### config.mk
export PLATFORM = sky130hd
export DESIGN_NAME = fp_div_iter
export DESIGN_NICKNAME = d
export VERILOG_FILES = /design/src/rtl/fp_pkg.sv /design/src/rtl/fp_unpack.sv /design/src/rtl/fp_div_iter.sv
export SDC_FILE = /design/constraint.sdc
export NUM_CORES = 1
export LEC_CHECK = 0
export CORE_UTILIZATION = 30
export DETAILED_ROUTE_END_ITERATION = 12
export PLACE_DENSITY = 0.46
export SYNTH_ARGS = -nofsm -noshare
export SYNTH_HDL_FRONTEND = slang
export SYNTH_SLANG_ARGS = --single-unit
### constraint.sdc
create_clock -name clk -period 9 [get_ports clk]
set_clock_uncertainty 0.05 [all_clocks]
set_input_delay 1.8 -clock clk [delete_from_list [all_inputs] [get_ports clk]]
set_output_delay 1.8 -clock clk [all_outputs]
set_load 0.02 [all_outputs]
### src/rtl/fp_pkg.sv
// Shared types and helpers for the iterative IEEE754 divider (fp_div_iter).
package fp_pkg;

  typedef enum logic [2:0] {ZERO, NORM, INF, QNAN, SNAN} fp_class_t;

  typedef enum logic [2:0] {IDLE, UNPACK, ITER, ROUND, DONE} div_state_t;

  localparam int FLAG_NV = 4;
  localparam int FLAG_DZ = 3;
  localparam int FLAG_OF = 2;
  localparam int FLAG_UF = 1;
  localparam int FLAG_NX = 0;

  function automatic int fp_bias(input int exp_w);
    return (1 << (exp_w - 1)) - 1;
  endfunction

  // Canonical quiet NaN right-aligned in a 64-bit word; callers truncate to their width.
  function automatic logic [63:0] fp_qnan(input int exp_w, input int man_w);
    logic [63:0] v;
    v = '0;
    for (int i = 0; i < 64; i++) begin
      if (i >= man_w - 1 && i < man_w + exp_w) v[i] = 1'b1;
    end
    return v;
  endfunction

endpackage

### src/rtl/fp_unpack.sv
// Splits an IEEE754 operand into fields and classifies it; subnormals read as zero.
module fp_unpack
  import fp_pkg::*;
#(
  parameter int EXP_W = 8,
  parameter int MAN_W = 23
) (
  input  logic [EXP_W+MAN_W:0] x,
  output logic                 sign,
  output logic [EXP_W-1:0]     exponent,
  output logic [MAN_W-1:0]     frac,
  output fp_class_t            cls
);

  assign sign     = x[EXP_W+MAN_W];
  assign exponent = x[EXP_W+MAN_W-1:MAN_W];
  assign frac     = x[MAN_W-1:0];

  always_comb begin
    cls = NORM;
    if (exponent == '0) begin
      cls = ZERO;
    end else if (exponent == '1) begin
      if (frac == '0)          cls = INF;
      else if (frac[MAN_W-1])  cls = QNAN;
      else                     cls = SNAN;
    end
  end

endmodule

### src/rtl/fp_div_iter.sv
// Multi-cycle IEEE754 divider: radix-2 restoring mantissa divide, RNE rounding, flush-to-zero.
// Define FP_DIV_FLAGS_EN to add the {NV,DZ,OF,UF,NX} exception flag output.
module fp_div_iter
  import fp_pkg::*;
#(
  parameter int EXP_W = 8,
  parameter int MAN_W = 23,
  localparam int W = 1 + EXP_W + MAN_W
) (
  input  logic         clk,
  input  logic         reset,
  input  logic         in_valid,
  output logic         in_ready,
  input  logic [W-1:0] a,
  input  logic [W-1:0] b,
  output logic         out_valid,
  input  logic         out_ready,
  output logic [W-1:0] result
`ifdef FP_DIV_FLAGS_EN
  ,
  output logic [4:0]   flags
`endif
);

  localparam int BIAS  = fp_bias(EXP_W);
  localparam int EW2   = EXP_W + 2;
  localparam int CNT_W = $clog2(MAN_W + 3);
  localparam logic [W-1:0]          QNAN_VAL = W'(fp_qnan(EXP_W, MAN_W));
  localparam logic signed [EW2-1:0] EMAX     = EW2'((1 << EXP_W) - 1);
  localparam logic [CNT_W-1:0]      CNT_LAST = CNT_W'(MAN_W + 2);

  div_state_t state, state_n;

  logic [W-1:0]       a_r, b_r;
  logic               sa, sb, sx;
  logic [EXP_W-1:0]   ea, eb;
  logic [MAN_W-1:0]   fa, fb;
  fp_class_t          ca, cb;
  logic               a_nan, b_nan;

  logic                  sign_r;
  logic signed [EW2-1:0] e_r;
  logic [MAN_W+1:0]      rem, rem_sub;
  logic                  rem_ge;
  logic [MAN_W:0]        div;
  logic [MAN_W+2:0]      q;
  logic [CNT_W-1:0]      cnt;

  logic               special, special_r;
  logic [W-1:0]       spec_res, spec_r;

  logic                  msb, guard, rbit, sticky, round_up, ovf, unf;
  logic [MAN_W:0]        mant;
  logic [MAN_W+1:0]      mant_r;
  logic signed [EW2-1:0] e_n, e_f;
  logic [W-1:0]          rnd_res;

`ifdef FP_DIV_FLAGS_EN
  logic [4:0] spec_fl, spec_fl_r, rnd_fl;
  logic       inexact;
`endif

  fp_unpack #(.EXP_W(EXP_W), .MAN_W(MAN_W)) u_unpack_a (
    .x(a_r), .sign(sa), .exponent(ea), .frac(fa), .cls(ca)
  );

  fp_unpack #(.EXP_W(EXP_W), .MAN_W(MAN_W)) u_unpack_b (
    .x(b_r), .sign(sb), .exponent(eb), .frac(fb), .cls(cb)
  );

  assign sx    = sa ^ sb;
  assign a_nan = (ca == QNAN) || (ca == SNAN);
  assign b_nan = (cb == QNAN) || (cb == SNAN);

  always_ff @(posedge clk) begin
    if (reset) state <= IDLE;
    else       state <= state_n;
  end

  always_comb begin
    state_n   = state;
    in_ready  = 1'b0;
    out_valid = 1'b0;
    case (state)
      IDLE: begin
        in_ready = 1'b1;
        if (in_valid) state_n = UNPACK;
      end
      UNPACK: state_n = special ? ROUND : ITER;
      ITER:   if (cnt == CNT_LAST) state_n = ROUND;
      ROUND:  state_n = DONE;
      DONE: begin
        out_valid = 1'b1;
        if (out_ready) state_n = IDLE;
      end
      default: state_n = IDLE;
    endcase
  end

  // Special operands resolve here; the value waits in spec_r and is committed in ROUND.
  always_comb begin
    special  = 1'b1;
    spec_res = '0;
`ifdef FP_DIV_FLAGS_EN
    spec_fl  = '0;
`endif
    if (a_nan || b_nan || (ca == ZERO && cb == ZERO) || (ca == INF && cb == INF)) begin
      spec_res = QNAN_VAL;
`ifdef FP_DIV_FLAGS_EN
      spec_fl[FLAG_NV] = (ca == SNAN) || (cb == SNAN) ||
                         (ca == ZERO && cb == ZERO) || (ca == INF && cb == INF);
`endif
    end else if (cb == ZERO) begin
      spec_res = {sx, {EXP_W{1'b1}}, {MAN_W{1'b0}}};
`ifdef FP_DIV_FLAGS_EN
      spec_fl[FLAG_DZ] = (ca == NORM);
`endif
    end else if (ca == INF) begin
      spec_res = {sx, {EXP_W{1'b1}}, {MAN_W{1'b0}}};
    end else if (ca == ZERO || cb == INF) begin
      spec_res = {sx, {(W-1){1'b0}}};
    end else begin
      special = 1'b0;
    end
  end

  assign rem_ge  = rem >= {1'b0, div};
  assign rem_sub = rem - {1'b0, div};

  // q holds 1 integer bit plus MAN_W+2 fraction bits; rem keeps the exact remainder for sticky.
  always_comb begin
    msb      = q[MAN_W+2];
    mant     = msb ? q[MAN_W+2:2] : q[MAN_W+1:1];
    guard    = msb ? q[1] : q[0];
    rbit     = msb & q[0];
    sticky   = |rem;
    round_up = guard & (rbit | sticky | mant[0]);
    mant_r   = {1'b0, mant} + {{(MAN_W+1){1'b0}}, round_up};
    e_n      = msb ? e_r : e_r - EW2'(1);
    e_f      = e_n + EW2'(mant_r[MAN_W+1]);
    ovf      = e_f >= EMAX;
    unf      = !ovf && (e_f[EW2-1] || e_f == '0);
    if (ovf)      rnd_res = {sign_r, {EXP_W{1'b1}}, {MAN_W{1'b0}}};
    else if (unf) rnd_res = {sign_r, {(W-1){1'b0}}};
    else          rnd_res = {sign_r, e_f[EXP_W-1:0], mant_r[MAN_W-1:0]};
`ifdef FP_DIV_FLAGS_EN
    inexact          = guard | rbit | sticky;
    rnd_fl           = '0;
    rnd_fl[FLAG_OF]  = ovf;
    rnd_fl[FLAG_UF]  = unf;
    rnd_fl[FLAG_NX]  = inexact | ovf | unf;
`endif
  end

  always_ff @(posedge clk) begin
    if (reset) begin
      a_r       <= '0;
      b_r       <= '0;
      sign_r    <= 1'b0;
      e_r       <= '0;
      rem       <= '0;
      div       <= '0;
      q         <= '0;
      cnt       <= '0;
      special_r <= 1'b0;
      spec_r    <= '0;
      result    <= '0;
    end else begin
      case (state)
        IDLE: begin
          if (in_valid) begin
            a_r <= a;
            b_r <= b;
          end
        end
        UNPACK: begin
          special_r <= special;
          spec_r    <= spec_res;
          sign_r    <= sx;
          e_r       <= EW2'(int'(ea) - int'(eb) + BIAS);
          rem       <= {1'b0, 1'b1, fa};
          div       <= {1'b1, fb};
          q         <= '0;
          cnt       <= '0;
        end
        ITER: begin
          rem <= rem_ge ? {rem_sub[MAN_W:0], 1'b0} : {rem[MAN_W:0], 1'b0};
          q   <= {q[MAN_W+1:0], rem_ge};
          cnt <= cnt + CNT_W'(1);
        end
        ROUND: result <= special_r ? spec_r : rnd_res;
        default: ;
      endcase
    end
  end

`ifdef FP_DIV_FLAGS_EN
  always_ff @(posedge clk) begin
    if (reset) begin
      spec_fl_r <= '0;
      flags     <= '0;
    end else begin
      if (state == UNPACK) spec_fl_r <= spec_fl;
      if (state == ROUND)  flags     <= special_r ? spec_fl_r : rnd_fl;
    end
  end
`endif

endmodule

# Yosys cells after proc, flatten, opt, wreduce, memory -nomap -nowiden
# Cells that the tools add are included.
# op_classes
muxes	33
bitwise	5
eq_ne	16
n_addsub	7
order_cmp	2
reduce_logical	23
# op_table
operator	count
two-way mux 32 bit	5
two-way mux 31 bit	2
one-hot mux 26 bit (2 select lines)	1
one-hot mux 25 bit (2 select lines)	1
zero test 23 bit	2
two-way mux 3 bit	11
adder 24 x 1 -> 25 bit	1
>= comparator 25 x 24 -> 1 bit	1
two-way mux 25 bit	1
OR reduction 25 bit	1
two-way mux 24 bit	1
subtractor 24 bit	1
== test 3 x 2 -> 1 bit (second input constant)	6
== test 8 bit (second input constant)	2
zero test 8 bit	2
one-hot mux 3 bit (5 select lines)	1
adder 10 x 1 -> 10 bit	1
adder 9 x 8 -> 10 bit (second input constant)	1
>= comparator 10 x 9 -> 1 bit (second input constant)	1
zero test 10 bit	1
two-way mux 10 bit	1
one-hot mux 5 bit (2 select lines)	1
subtractor 10 x 2 -> 10 bit (second input constant)	1
== test 3 bit (second input constant)	3
16 further kinds	37
# totals
register_bits	223
out_inout_bits	34
inputBits	68

# Logic depth before layout (Yosys ltp)
# depth
depth_word	12
ltp_mapped	24
ltp_nobuf	18

# Hierarchy
# Synthesis repeated with hierarchy kept, for this count alone.
# hier_totals
cells_unflattened	1474
area_unflattened_um2	11429.7
# modules_own_cells
module	area_each_um2	seq_area_each_um2	cells_each	instances
fp_div_iter	10603.9	3883.7	1374	1
fp_unpack	412.9	0.0	50	2

# Worst setup path before layout
# No wires, ideal clock.
# synth_path
path_kind	reg-to-reg
startpoint	register q[25]
endpoint	register result[12]
required_ps	8882
synth_period_minus_slack_ps	6346
slack_ps	2654
path_buffers	7
arrival_time_ps	6228
setup_ps	68
stages_incl_launch_ff	25
cell_sequence	dfxtp_1 -> buf_6 -> clkbuf_1 -> clkbuf_1 -> clkbuf_1 -> buf_1 -> mux2_2 -> ha_1 -> nand2_1 -> nor4_1 -> o2111ai_1 -> nor3_1 -> nor2b_1 -> o2111a_1 -> ha_1 -> inv_1 -> o41ai_2 -> o2111a_2 -> a31oi_1 -> nor3_4 -> nand2_2 -> or4_1 -> buf_2 -> buf_6 -> o21ai_2
# synth_between
elab_chain_len	12
elab_cells_between_ends	17
# synth_rtl
item	line_no	text
start, declared	fp_div_iter.sv:46	logic [MAN_W+2:0] q;
start signal, assigned	fp_div_iter.sv:188	q <= {q[MAN_W+1:0], rem_ge};
AND 1 bit	fp_div_iter.sv:135	rbit = msb & q[0];
OR 1 bit (2 in a row)	fp_div_iter.sv:137	round_up = guard & (rbit | sticky | mant[0]);
AND 1 bit	fp_div_iter.sv:137	
adder 24 x 1 -> 25 bit	fp_div_iter.sv:138	mant_r = {1'b0, mant} + {{(MAN_W+1){1'b0}}, round_up};
adder 10 x 1 -> 10 bit	fp_div_iter.sv:140	e_f = e_n + EW2'(mant_r[MAN_W+1]);
>= comparator 10 x 9 -> 1 bit or zero test 10 bit (tied branches)	fp_div_iter.sv:141, fp_div_iter.sv:142	
zero test 1 bit or logical OR 1 bit (tied branches)	fp_div_iter.sv:142	unf = !ovf && (e_f[EW2-1] || e_f == '0);
logical AND 1 bit	fp_div_iter.sv:142	
two-way mux 31 bit	fp_div_iter.sv:144	else if (unf) rnd_res = {sign_r, {(W-1){1'b0}}};
two-way mux 31 bit *	fp_div_iter.sv:143	if (ovf) rnd_res = {sign_r, {EXP_W{1'b1}}, {MAN_W{1'b0}}};
two-way mux 32 bit *	fp_div_iter.sv:191	ROUND: result <= special_r ? spec_r : rnd_res;
end signal, assigned	fp_div_iter.sv:191	
end, declared	fp_div_iter.sv:18	output logic [W-1:0] result
# Mark *: on every way between the ends. The rest lies on a longest branch, timed or not.
# A chain may end at the register's enable or synchronous reset.

# Worst setup path after layout
# layout_path
startpoint	register q[25]
endpoint	register result[5]
# Same word-level chain as after synthesis.

==> results.toml <==
[global_routing]
antenna_found_initial = 0
grt_pass1_wl_um = 50100
grt_overflow = 0
grt_use_total_pct = 17.4
grt_max_degree = 85
grt_pass1_vias = 9227

[worst_setup_path]
max_stage_delay_ps = 910
required_ps = 9330
worst_setup_path_end_kind = "register"
crit_family = "simple AND/OR/NAND/NOR gates"
critPathMaxFanout = 28
arrival_ps = 7440
cp-start-kind = "register"
worst-path-buf-inv = 2
crit_slowest_cell = "or4_1"
path_cells = "buf_4 > nand2_1 > a21boi_0 > ha_1 > nand2_1 > nor4_1 > o2111ai_1 > nor3_1 > nor2b_1 > o2111a_1 > ha_1 > inv_1 > o41ai_2 > o2111a_2 > a31oi_1 > nor3_4 > nand2_2 > or4_1 > o31ai_2"
crit_type = "register to register"

[route]
routed_wirelength_um = 30600
drc = 0
viasPerCell = 5.11
dr_total_vias = 9727
wl_per_cell_um = 16.1
first_pass_iters = 5
ant_nets = 0
dr.first_iter.drc_count = 508

[layout]
num-fill-cells = 3724
stdcell_area_um2 = 12700
register_area_um2 = 3880
syn_to_final_growth_pct = 18.5
multiInputGateArea_um2 = 6280
antenna_cells = 0
drive_gt1_share_pct = 5.52
final_nets = 1546

[synthesis]
synth_cells = 1389
netlist_area_um2 = 10700
synth-xor-area-share_pct = 4.68
synth-seq-cells = 194
synth_compound_area_share_pct = 22.6
synth_mux_area_share_pct = 2.94
synthTopCellsByArea = "dfxtp_1 (36%), nand2_1 (9.7%), a21oi_1 (7.5%), ha_1 (4.6%), nor2_1 (3.5%)"
async_flop_share_pct = 0
synth-simple-area-share_pct = 23.4
synth_edf_count = 0
synth_area_per_cell_um2 = 7.69
ys_warn_count = 0
ys_types = 72
syn_nets = 1498
synth_top_cell_area_share_pct = 36.4
ys_seq_area_share_pct = 36.4
synthFlopType = "dfxtp_1"
yosysTopAreaCell = "dfxtp_1"
synth-adder-area-share_pct = 4.95
synth_top_family_by_area = "simple AND/OR/NAND/NOR gates"

[sta]
timing_hold_violations_final = 0
rsz0062_at_grt = "false"
maxSlewViolCount = 0
fmax_mhz = 141
min_period_ps = 7110
relSlewSlack_pct = 33.3
hold_slack_ps = 399
min_period_over_period_pct = 79.0
setup_viol = 0
worst_pin_slew_ps = 1000
fin_setup_tns_ps = 0

[die]
ioPinCount = 102
die_y_um = 191
fp.dieArea_um2 = 36300
die_x_um = 191
row_count = 68
start_util_pct = 30.7
core_um2 = 34800

[place]
dp_hpwl_um = 22000
place_area_um2 = 12000
numPortBuffers = 101
place.gp.congestion = 0.864

[clock_network]
cts_setup_buffers = 0
cts_tree = "built"
hold_buffers = 0
cts.clk_slew.worst_paths_ps = 80
clk_latency_ps = 460
cts_sinks = 194
root_buffer = "clkbuf_16"
cts_htree_levels = 4
cts_buffer_depth = 2
cts_buffers = 17
ctsResizeCount = 0

[job]
maxCapViolations = 0

[pwr]
power.total_mw = 3.52
power.leakage_nw = 4.59
internal-power_mw = 2.02
comb_power_share_pct = 46.1
power_frac_clock_pct = 23.6
p_switching_mw = 1.50
p_seq_share_pct = 30.3
ir_drop_uv = 144
powerDensity_nw_per_um2 = 279
p_sw_share_pct = 42.6

[worst_hold_path]
hold_class = "register to register"

[run_status]
status = "completed"
[worst paths after layout]
kind | startpoint | to | slack (ps) | cells past startpoint
hold / removal | result[7] | result[7] | 400 | 2
hold reg to reg | result[7] | result[7] | 400 | 2
setup reg to reg | q[25] | result[5] | 1890 | 19
setup / recovery | q[25] | result[5] | 1890 | 19
[logic make-up after synthesis]
| family | count (synthesis) |
|---|---|
| compound gates | 382 |
| xor+xnor | 57 |
| fa+ha+maj | 41 |
| buf+inv | 137 |
| flops | 194 |
| mux | 31 |
| simple gates | 547 |
[stage by stage]
stage          cells  utilization (%)  setup slack [ps]
6_report        1905             36.4              1890
2_1_floorplan   1389                -              2650
3_3_place_gp    1873             34.5              2130
3_5_place_dp    1873             34.5              1930
5_1_grt         1905             36.4              1150
4_1_cts         1905             36.4              1880
[worst register-to-register path: stages (launching register included)]
cell and delay [ps]:
dfxtp_2 670, buf_4 410, nand2_1 110, a21boi_0 220
ha_1 210, nand2_1 80, nor4_1 560, o2111ai_1 420
nor3_1 450, nor2b_1 410, o2111a_1 300, ha_1 210
inv_1 60, o41ai_2 550, o2111a_2 370, a31oi_1 180
nor3_4 390, nand2_2 110, or4_1 910, o31ai_2 350
[synthesized netlist by cell type, types with 3 or more instances]
library cell  count
nand2_1         277
dfxtp_1         194
a21oi_1         159
nor2_1          100
clkbuf_1         68
inv_1            54
ha_1             39
xnor2_1          39
o21ai_0          38
a211oi_1         29
a22oi_1          28
mux2i_1          28
nand3_1          26
nor4_1           25
nor3_1           24
nand4_1          18
xor2_1           18
a31oi_1          14
o22ai_1          14
a21o_1           13
nor2b_1          11
and3_1           10
o21a_1           10
o21ai_2          10
buf_1             9
nand2b_1          9
or3_1             8
and2_1            7
nor3b_1           6
o211a_1           6
o211ai_1          6
o21ai_1           6
o31ai_1           6
a211o_1           5
a21boi_0          5
o21bai_1          5
or4_1             5
a32o_1            4
o221ai_1          4
or2_2             4
or3b_2            4
a221oi_1          3
a311oi_1          3
mux2_2            3
[metal layers]
| layer | share of wire, % | vias to the layer above | GRT usage, % |
|---|---|---|---|
| li1 | - | 4998 | - |
| met5 | 0 | - | 0 |
| met4 | 0.93 | 0 | 4.28 |
| met1 | 50 | 4552 | 24.0 |
| met3 | 3.3 | 23 | 3.26 |
| met2 | 45 | 154 | 27.5 |
[registers in the layout, indices dropped and copies added, names as in the netlist]
signal,cells
a_r,32
b_r,32
cnt,5
div,24
e_r,10
q,26
rem,25
result,32
sign_r,1
spec_r,3
special_r,1
state,3
[layout make-up]
type / count / area share [%]
clock buffer: 17 / 3.36
clock inverter: 15 / 1.65
inverter: 56 / 1.66
multi-input combinational: 1058 / 49.6
sequential: 194 / 30.7
tap: 455 / 4.50
timing repair buffer: 110 / 8.51
[placed cells by master (no fill, tap or decap), types with 17 or more instances in the layout]
master           netlist  routed
a211oi_1              29      29
a21oi_1              159     159
a22oi_1               28      28
clkbuf_16              0      17
clkdlybuf4s50_1        0     100
dfxtp_1              194     193
ha_1                  39      39
inv_1                 54      54
mux2i_1               28      28
nand2_1              277     276
nand3_1               26      26
nand4_1               18      18
nor2_1               100      99
nor3_1                24      24
nor4_1                25      25
o21ai_0               38      38
xnor2_1               39      39
xor2_1                18      18
[power by group through the flow]
stage               registers (mW)  logic [mW]  clock network, mW
finish                        1.07        1.62              0.831
floorplan                     1.04        1.25                  0
detailed placement            1.09        1.62                  0
global placement              1.09        1.62                  0
global route                  1.08        1.82              0.890
CTS                           1.07        1.63              0.859
Note: power is estimated with default switching activity, not from simulation.
